### src/rtl/led_seq_pkg.sv
// Shared definitions for the LED pattern sequencer: mode encodings,
// FSM state encodings and the prescaler divide helper.
package led_seq_pkg;

    localparam logic [1:0] MODE_OFF    = 2'd0;
    localparam logic [1:0] MODE_BLINK  = 2'd1;
    localparam logic [1:0] MODE_CHASE  = 2'd2;
    localparam logic [1:0] MODE_BOUNCE = 2'd3;

    typedef logic [1:0] state_t;

    localparam state_t ST_IDLE = 2'd0;
    localparam state_t ST_LOAD = 2'd1;
    localparam state_t ST_RUN  = 2'd2;

    // Number of clk cycles per dwell tick.
    function automatic int calc_div(input int clk_hz, input int tick_hz);
        return clk_hz / tick_hz;
    endfunction

endpackage

### src/rtl/led_seq_tick.sv
// Dwell-tick prescaler: counts 0..DIV-1 while enabled and pulses o_tick
// for one cycle in the cycle where the count wraps. i_clr has priority.
module led_seq_tick #(
    parameter int DIV = 10
) (
    input  logic i_clk,
    input  logic i_rst_n,
    input  logic i_clr,
    input  logic i_en,
    output logic o_tick
);

    localparam int CW = (DIV > 1) ? $clog2(DIV) : 1;

    logic [CW-1:0] r_cnt;

    assign o_tick = i_en && (r_cnt == CW'(DIV - 1));

    // Prescaler count with synchronous clear and wrap at DIV-1.
    always_ff @(posedge i_clk) begin
        if (!i_rst_n) begin
            r_cnt <= '0;
        end else if (i_clr) begin
            r_cnt <= '0;
        end else if (i_en) begin
            r_cnt <= o_tick ? '0 : r_cnt + CW'(1);
        end
    end

endmodule

### src/rtl/led_seq_ctrl.sv
// LED pattern sequencer (off / blink / chase / bounce) with a programmable
// dwell of ticks per step. Optional brightness PWM is enabled with the
// LED_SEQ_PWM_EN macro; without it cmd_duty is ignored.
//
// state | meaning
// IDLE  | LEDs dark, waiting for a command
// LOAD  | one cycle: counters cleared, initial pattern loaded at exit
// RUN   | pattern steps every dwell ticks
module led_seq_ctrl
    import led_seq_pkg::*;
#(
    parameter int CLK_HZ   = 50_000_000,
    parameter int TICK_HZ  = 1000,
    parameter int DWELL_W  = 16,
    parameter int NUM_LEDS = 8
) (
    input  logic                clk,
    input  logic                rst_n,
    input  logic                cmd_valid,
    output logic                cmd_ready,
    input  logic [1:0]          cmd_mode,
    input  logic [DWELL_W-1:0]  cmd_dwell,
    input  logic [7:0]          cmd_duty,
    input  logic                stop,
    output logic [NUM_LEDS-1:0] led,
    output logic                busy,
    output logic                step_strobe
);

    localparam int DIV = calc_div(CLK_HZ, TICK_HZ);

    state_t              r_state;
    logic [1:0]          r_mode;
    logic [DWELL_W-1:0]  r_dwell;
    logic [DWELL_W-1:0]  r_dwell_cnt;
    logic [NUM_LEDS-1:0] r_pattern;
    logic                r_dir;
    logic                r_step_strobe;

    logic                w_accept;
    logic                w_tick;
    logic                w_run;
    logic [DWELL_W-1:0]  w_dwell_last;
    logic [NUM_LEDS-1:0] w_next_pattern;
    logic                w_next_dir;

    assign cmd_ready    = (r_state != ST_LOAD) && !stop;
    assign w_accept     = cmd_valid && cmd_ready;
    assign busy         = (r_state == ST_LOAD) || (r_state == ST_RUN);
    assign step_strobe  = r_step_strobe;
    assign w_run        = (r_state == ST_RUN);
    assign w_dwell_last = r_dwell - DWELL_W'(1);

    led_seq_tick #(.DIV(DIV)) u_tick (
        .i_clk   (clk),
        .i_rst_n (rst_n),
        .i_clr   (!w_run),
        .i_en    (w_run),
        .o_tick  (w_tick)
    );

    // Next pattern and bounce direction for one step of the current mode.
    always_comb begin
        w_next_pattern = r_pattern;
        w_next_dir     = r_dir;
        case (r_mode)
            MODE_BLINK: w_next_pattern = ~r_pattern;
            MODE_CHASE: w_next_pattern = {r_pattern[NUM_LEDS-2:0], r_pattern[NUM_LEDS-1]};
            MODE_BOUNCE: begin
                if (r_dir) begin
                    w_next_pattern = r_pattern << 1;
                    if (r_pattern[NUM_LEDS-2]) w_next_dir = 1'b0;
                end else begin
                    w_next_pattern = r_pattern >> 1;
                    if (r_pattern[1]) w_next_dir = 1'b1;
                end
            end
            default: ;
        endcase
    end

    // FSM, command latch, dwell counter and pattern register.
    // Stop beats a new command; a new command beats a pending step.
    always_ff @(posedge clk) begin
        if (!rst_n) begin
            r_state       <= ST_IDLE;
            r_mode        <= MODE_OFF;
            r_dwell       <= DWELL_W'(1);
            r_dwell_cnt   <= '0;
            r_pattern     <= '0;
            r_dir         <= 1'b1;
            r_step_strobe <= 1'b0;
        end else begin
            r_step_strobe <= 1'b0;
            if (stop && (r_state != ST_IDLE)) begin
                r_state   <= ST_IDLE;
                r_pattern <= '0;
            end else if (w_accept) begin
                r_mode      <= cmd_mode;
                r_dwell     <= (cmd_dwell == '0) ? DWELL_W'(1) : cmd_dwell;
                r_dwell_cnt <= '0;
                if (cmd_mode == MODE_OFF) begin
                    r_state   <= ST_IDLE;
                    r_pattern <= '0;
                end else begin
                    r_state <= ST_LOAD;
                end
            end else begin
                case (r_state)
                    ST_LOAD: begin
                        r_state     <= ST_RUN;
                        r_dwell_cnt <= '0;
                        r_dir       <= 1'b1;
                        r_pattern   <= (r_mode == MODE_BLINK) ? '1 : NUM_LEDS'(1);
                    end
                    ST_RUN: begin
                        if (w_tick) begin
                            if (r_dwell_cnt == w_dwell_last) begin
                                r_dwell_cnt   <= '0;
                                r_pattern     <= w_next_pattern;
                                r_dir         <= w_next_dir;
                                r_step_strobe <= 1'b1;
                            end else begin
                                r_dwell_cnt <= r_dwell_cnt + DWELL_W'(1);
                            end
                        end
                    end
                    default: r_state <= ST_IDLE;
                endcase
            end
        end
    end

`ifdef LED_SEQ_PWM_EN
    logic [7:0] r_pwm_cnt;
    logic [7:0] r_duty;

    // Free-running PWM counter and duty latched with each accepted command.
    always_ff @(posedge clk) begin
        if (!rst_n) begin
            r_pwm_cnt <= '0;
            r_duty    <= '0;
        end else begin
            r_pwm_cnt <= r_pwm_cnt + 8'd1;
            if (w_accept) r_duty <= cmd_duty;
        end
    end

    assign led = r_pattern & {NUM_LEDS{r_pwm_cnt < r_duty}};
`else
    logic w_unused_duty;

    assign w_unused_duty = ^cmd_duty;
    assign led           = r_pattern;
`endif

endmodule

### config.mk
export PLATFORM = sky130hd
export DESIGN_NAME = led_seq_ctrl
export DESIGN_NICKNAME = d
export VERILOG_FILES = /design/src/rtl/led_seq_pkg.sv /design/src/rtl/led_seq_tick.sv /design/src/rtl/led_seq_ctrl.sv
export SDC_FILE = /design/constraint.sdc
export NUM_CORES = 1
export LEC_CHECK = 0
export BUFFER_PORTS_ARGS = -buffer_cell sky130_fd_sc_hd__buf_2
export CORE_ASPECT_RATIO = 0.7
export CORE_MARGIN = 2
export CORE_UTILIZATION = 66
export CTS_BUF_LIST = sky130_fd_sc_hd__clkbuf_4 sky130_fd_sc_hd__clkbuf_8
export DETAILED_ROUTE_END_ITERATION = 10
export MAX_ROUTING_LAYER = met4
export PLACE_DENSITY = 0.88
export SETUP_SLACK_MARGIN = 0.1
export SKIP_LAST_GASP = 1
export SYNTH_ARGS = -nofsm -noshare
export SYNTH_HDL_FRONTEND = slang
export SYNTH_SLANG_ARGS = --single-unit
### constraint.sdc
create_clock -name clk -period 8.75 [get_ports clk]
set_clock_uncertainty 0.05 [all_clocks]
set_input_delay 0.875 -clock clk [delete_from_list [all_inputs] [get_ports clk]]
set_output_delay 0.875 -clock clk [all_outputs]
set_load 0.01 [all_outputs]
Word-level counts from Yosys, hierarchy flattened
Index checks and enable logic that the tools add are counted.
Word-level totals
  input bits: 30
  logic and storage cells: 75
  register bits: 62
  output and inout bits: 11
Operators by class
  reductions and logical operators: 18
  bitwise logic cells: 6
  muxes and demuxes: 24
  $add $sub $neg: 3
  equal/unequal tests: 16
Operators by type and width (count)
  16-bit 2-to-1 mux: 4
  8-bit 2-to-1 mux: 6
  16-bit by 1-bit adder with 16-bit output, second input constant: 2
  16-bit case mux with 2 select lines: 1
  8-bit case mux with 3 select lines: 1
  16-bit equality test: 1
  16-bit equality test, second input constant: 1
  16-bit logical NOT: 1
  8-bit case mux with 2 select lines: 1
  16-bit by 1-bit subtractor with 16-bit output, second input constant: 1
  1-bit 2-to-1 mux: 8
  2-bit inequality test, second input constant: 4
  8-bit inverter: 1
  2-bit equality test, second input constant: 3
  3-bit inequality test, second input constant: 2
  6-bit AND reduction: 1
  5-bit inequality test, second input constant: 1
  1-bit inverter: 5
  5-bit AND reduction: 1
  5-bit OR reduction: 1
  2-bit by 1-bit equality test with 1-bit output, second input constant: 2
  1-bit logical AND: 4
  2-bit by 1-bit inequality test with 1-bit output, second input constant: 2
  2-bit case mux with 2 select lines: 1
  other kinds (11): 12

Logic depth before layout (Yosys ltp)
  word-level depth: 6
  depth in mapped cells: 11
  mapped depth without buffers: 9

Cells and area by module
From an unflattened synthesis, not the netlist that was laid out.
Second synthesis, totals
  cells, all modules: 438
  area total of the unflattened synthesis: 3663.5 µm²
By module, submodules not included
  led_seq_ctrl: seq. area each 920.9 µm², instances 1, cells each 352, area an instance 2885.3 µm²
  led_seq_tick: seq. area each 320.3 µm², instances 1, cells each 86, area an instance 778.2 µm²

Worst setup path after synthesis
No wires, ideal clock.
  path kind: register to register
  start point: reg r_dwell[0]
  end point: reg r_dir
  library setup time: 115 ps
  required time: 8585 ps
  buffers on the path: 0
  setup slack: 5655 ps
  stages on the path, launching flop included: 10
  data arrival time: 2930 ps
  period minus slack after synthesis: 3095 ps
  cells stage by stage: dfxtp_1 -> inv_1 -> ha_1 -> or3b_4 -> o31ai_2 -> o221ai_1 -> or4_1 -> a2111o_1 -> or4_1 -> o21a_1
Between the ends
  cells in the longest elaborated chain, start to end: 4
Ends and longest elaborated chain
  from (decl): line led_seq_ctrl.sv:34  | logic [DWELL_W-1:0] r_dwell;
  from (signal assigned): line led_seq_ctrl.sv:100  | r_dwell <= (cmd_dwell == '0) ? DWELL_W'(1) : cmd_dwell;
  16-bit by 1-bit subtractor with 16-bit output: line led_seq_ctrl.sv:52  | assign w_dwell_last = r_dwell - DWELL_W'(1);
  16-bit equality test: line led_seq_ctrl.sv:118  | if (r_dwell_cnt == w_dwell_last) begin
  2-bit inequality test (no line)
  6-bit AND reduction (no line)
  to (signal assigned): line led_seq_ctrl.sv:121  | r_dir <= w_next_dir;
  to (decl): line led_seq_ctrl.sv:37  | logic r_dir;
Every way passes these cells.
A chain may end at the register's enable or synchronous reset.

Final worst setup path
  start point: reg r_dwell[0]
  end point: reg r_dwell_cnt[3]
Between the ends
  cells in the longest elaborated chain, start to end: 6
Ends and longest elaborated chain
  16-bit by 1-bit subtractor with 16-bit output: line led_seq_ctrl.sv:52
  16-bit equality test: line led_seq_ctrl.sv:118
  16-bit 2-to-1 mux: line led_seq_ctrl.sv:118
  16-bit 2-to-1 mux: line led_seq_ctrl.sv:117  | if (w_tick) begin
  16-bit case mux with 2 select lines: line led_seq_ctrl.sv:109  | case (r_state)
  16-bit 2-to-1 mux: line led_seq_ctrl.sv:98  | end else if (w_accept) begin
  to (signal assigned): line led_seq_ctrl.sv:124  | r_dwell_cnt <= r_dwell_cnt + DWELL_W'(1);
  to (decl): line led_seq_ctrl.sv:35  | logic [DWELL_W-1:0] r_dwell_cnt;
Every way passes these cells. The select of a mux whose other input is x is not followed.

==> flow_metrics.tcl <==
set metrics [dict create \
    outcome "finished clean" \
    die-area_sq_um 6310 \
    root_buffer "clkbuf_8" \
    tns_ns 0 \
    fin_crit_ns 3.58 \
    hold_viol_final 0 \
    grt.total_usage 0.318 \
    drt-initial-drc-count 340 \
    route.detailed.drc 0 \
    slew-limit-headroom 0.226 \
    final_util 0.765 \
    synthTopCellsByArea "dfxtp_1 (33%), xnor2_1 (7.5%), nand2_1 (6.4%)" \
    worstPathArrival_ns 3.74 \
    num_io_pins 41 \
    core-area_sq_um 5370 \
    cts_buffer_depth 2 \
    vias 3593 \
    grt_pass1_vias 3232 \
    die_y_um 67.1 \
    synth_cells 469 \
    synth-edff-count 0 \
    ctsResizeCount 0 \
    p_per_area_nw_per_um2 155 \
    core.rowCount 22 \
    rsz0062_at_grt "false" \
    drv_cap 0 \
    area_delta_synth_final_pct 9.51 \
    dp_hpwl_um 6200 \
    ys_warn_count 0 \
    h-tree-depth 3 \
    synth_nets 505 \
    drtPass1Iterations 5 \
    num_antenna_cells 0 \
    grt_pass1_wl_um 15100 \
    crit_required_ns 8.91 \
    viasPerCell 6.37 \
    cts_buffers 9 \
    synthFlopType "dfxtp_1" \
    ff2ff_setup_slack_ns 5.17 \
    yosys_register_bits 62 \
    cts.sinks 62 \
    wl_um 9140 \
    synth_cell_type_count 58 \
    nFillCells 380 \
    p_leak_nw 1.43 \
    io_buffers 32 \
    critPathLaunchType "flip-flop" \
    regArea_sq_um 1240 \
    avgSynthCellArea_sq_um 8.00 \
    grt_max_degree 42 \
    clock_latency_ns 0.36 \
    worst_setup_path_end_kind "flip-flop" \
    dpl.cell_count 548 \
    drive_above_1_share 0.122 \
    hold_buffers 0 \
    post_cts.repair.setup_buffers 0 \
    critPathKind "flip-flop to flip-flop" \
    vdd.ir_drop.worst_v 0.0000953 \
    hold_class "flip-flop to flip-flop" \
    gp_congestion 0.939 \
    cts.clk_slew.worst_paths_ns 0.07 \
    yosysSeqAreaShare 0.331 \
    final_cells 564 \
    async_flop_share 0 \
    grt_overflow 0 \
    ant_nets 0 \
    fmax_mhz 279 \
    final_max_slew_viol_count 0 \
    worst_pin_slew_ns 1.16 \
    grt_antenna_before_repair 0 \
    die_x_um 94.1 \
    cts_tree "yes" \
    fin_nets 523 \
    setup_viol 0 \
    routedWlPerCell_um 16.2 \
    crit_fanout 14 \
    min_period_over_period 0.409 \
    netlist_area_sq_um 3750 \
    multi_input_area_sq_um 2350 \
    yosysTopAreaCell "dfxtp_1" \
    start_util 0.699 \
    yosysTopAreaCellShare 0.331 \
]
kinds of logic (layout without fill, tap and decap cells):
family / count (synthesis) / after routing / share of synthesized area
xor+xnor: 45 / 45 / 0.105
fa+ha+maj: 6 / 6 / 0.0200
flops: 62 / 62 / 0.331
compound gates: 82 / 82 / 0.157
simple gates: 221 / 221 / 0.310
mux: 13 / 13 / 0.0354
buf+inv: 40 / 63 / 0.0414
state kept, by name (all words and copies together), names as in the netlist:
name,flops
u_tick.r_cnt,16
r_mode,2
r_dir,1
r_dwell_cnt,16
r_dwell,16
r_state,2
led,8
step_strobe,1
through the flow:
step | power [W] | hold slack (ns) | instance area (sq um) | setup WS (ns)
final | 0.000636 | 0.409 | 4110 | 5.17
after global routing | 0.000661 | 0.434 | 4110 | 5.00
after CTS | 0.000637 | 0.408 | 4110 | 5.20
after detailed placement | 0.000382 | 0.387 | 3910 | 5.21
after global placement | 0.000379 | 0.373 | 3910 | 5.30
after floorplan | 0.000360 | 0.363 | 3750 | 5.65
synthesized netlist by cell type, types with 3 or more instances:
library cell / instances
or3_1: 6
nor2b_1: 3
o21ai_0: 12
nor2_1: 44
xnor2_1: 32
o2111ai_1: 8
a21boi_0: 18
ha_1: 6
clkbuf_1: 21
and4_1: 3
nand4_1: 20
mux2i_1: 11
dfxtp_1: 62
o21ai_1: 3
buf_2: 4
nand2_1: 64
or4_1: 11
nor4_1: 7
nor3_1: 10
a21oi_1: 7
and3_1: 7
xor2_1: 13
nand3_1: 29
inv_1: 12
nor4bb_1: 3
a31oi_1: 11
critical path, stage by stage, from the launching register on:
cell and delay (ns):
dfxtp_1 0.39, inv_1 0.09, ha_1 0.25, or3b_4 0.45, o31ai_2 0.22, o221ai_1 0.15
or4_1 0.56, a2111o_1 0.50, a31oi_2 0.65, nor4bb_1 0.13
report_power, final:
group	internal (W)	switching, W
combinational	0.0000310	0.0000497
clock	0.000132	0.000125
sequential	0.000288	0.0000106
layer usage:
layer / part of all wire / vias to the layer above / track usage
met5: 0 / - / -
met4: 0.013 / 0 / 0.0924
met3: 0.096 / 18 / 0.0826
met2: 0.43 / 171 / 0.478
met1: 0.46 / 1665 / 0.424
li1: - / 1739 / -
cell type report:
cell class | instances | area share
Tap cell | 72 | 0.0219
Inverter | 13 | 0.0119
Clock inverter | 7 | 0.0180
Timing Repair Buffer | 34 | 0.0427
Multi-Input combinational cell | 367 | 0.573
Clock buffer | 9 | 0.0302
Sequential cell | 62 | 0.302
placed cells by master, fill, tap and decap left out, types with 2 or more instances in the layout:
master,n
o21ai_1,3
nand4_1,20
nor4_1,7
nor4bb_1,3
clkinv_2,2
nand2b_1,2
a21boi_0,18
nor3b_1,2
nor2b_1,3
nor4_4,2
a31oi_1,11
clkbuf_8,9
and2_1,2
o221ai_1,2
nand3b_1,2
o21bai_1,2
buf_4,2
nor3_1,10
nor2_1,44
a21oi_1,7
xor2_1,13
o2111ai_1,8
ha_1,6
and4_1,3
inv_1,12
a2111o_1,2
clkinv_4,2
o21ai_0,12
nand3_1,29
or4_1,11
dfxtp_1,62
or3_1,6
xnor2_1,32
nand2_1,64
and3_1,7
a22oi_1,2
buf_2,32
mux2i_1,11
final timing paths:
| check | depth (start not counted) | end | start |
|---|---|---|---|
| min | 1 | u_tick.r_cnt[0] | u_tick.r_cnt[0] |
| max | 9 | r_dwell_cnt[3] | r_dwell[0] |
| max reg2reg | 9 | r_dwell_cnt[3] | r_dwell[0] |
| min reg2reg | 1 | u_tick.r_cnt[0] | u_tick.r_cnt[0] |
Note: power is estimated with default switching activity, not from simulation.
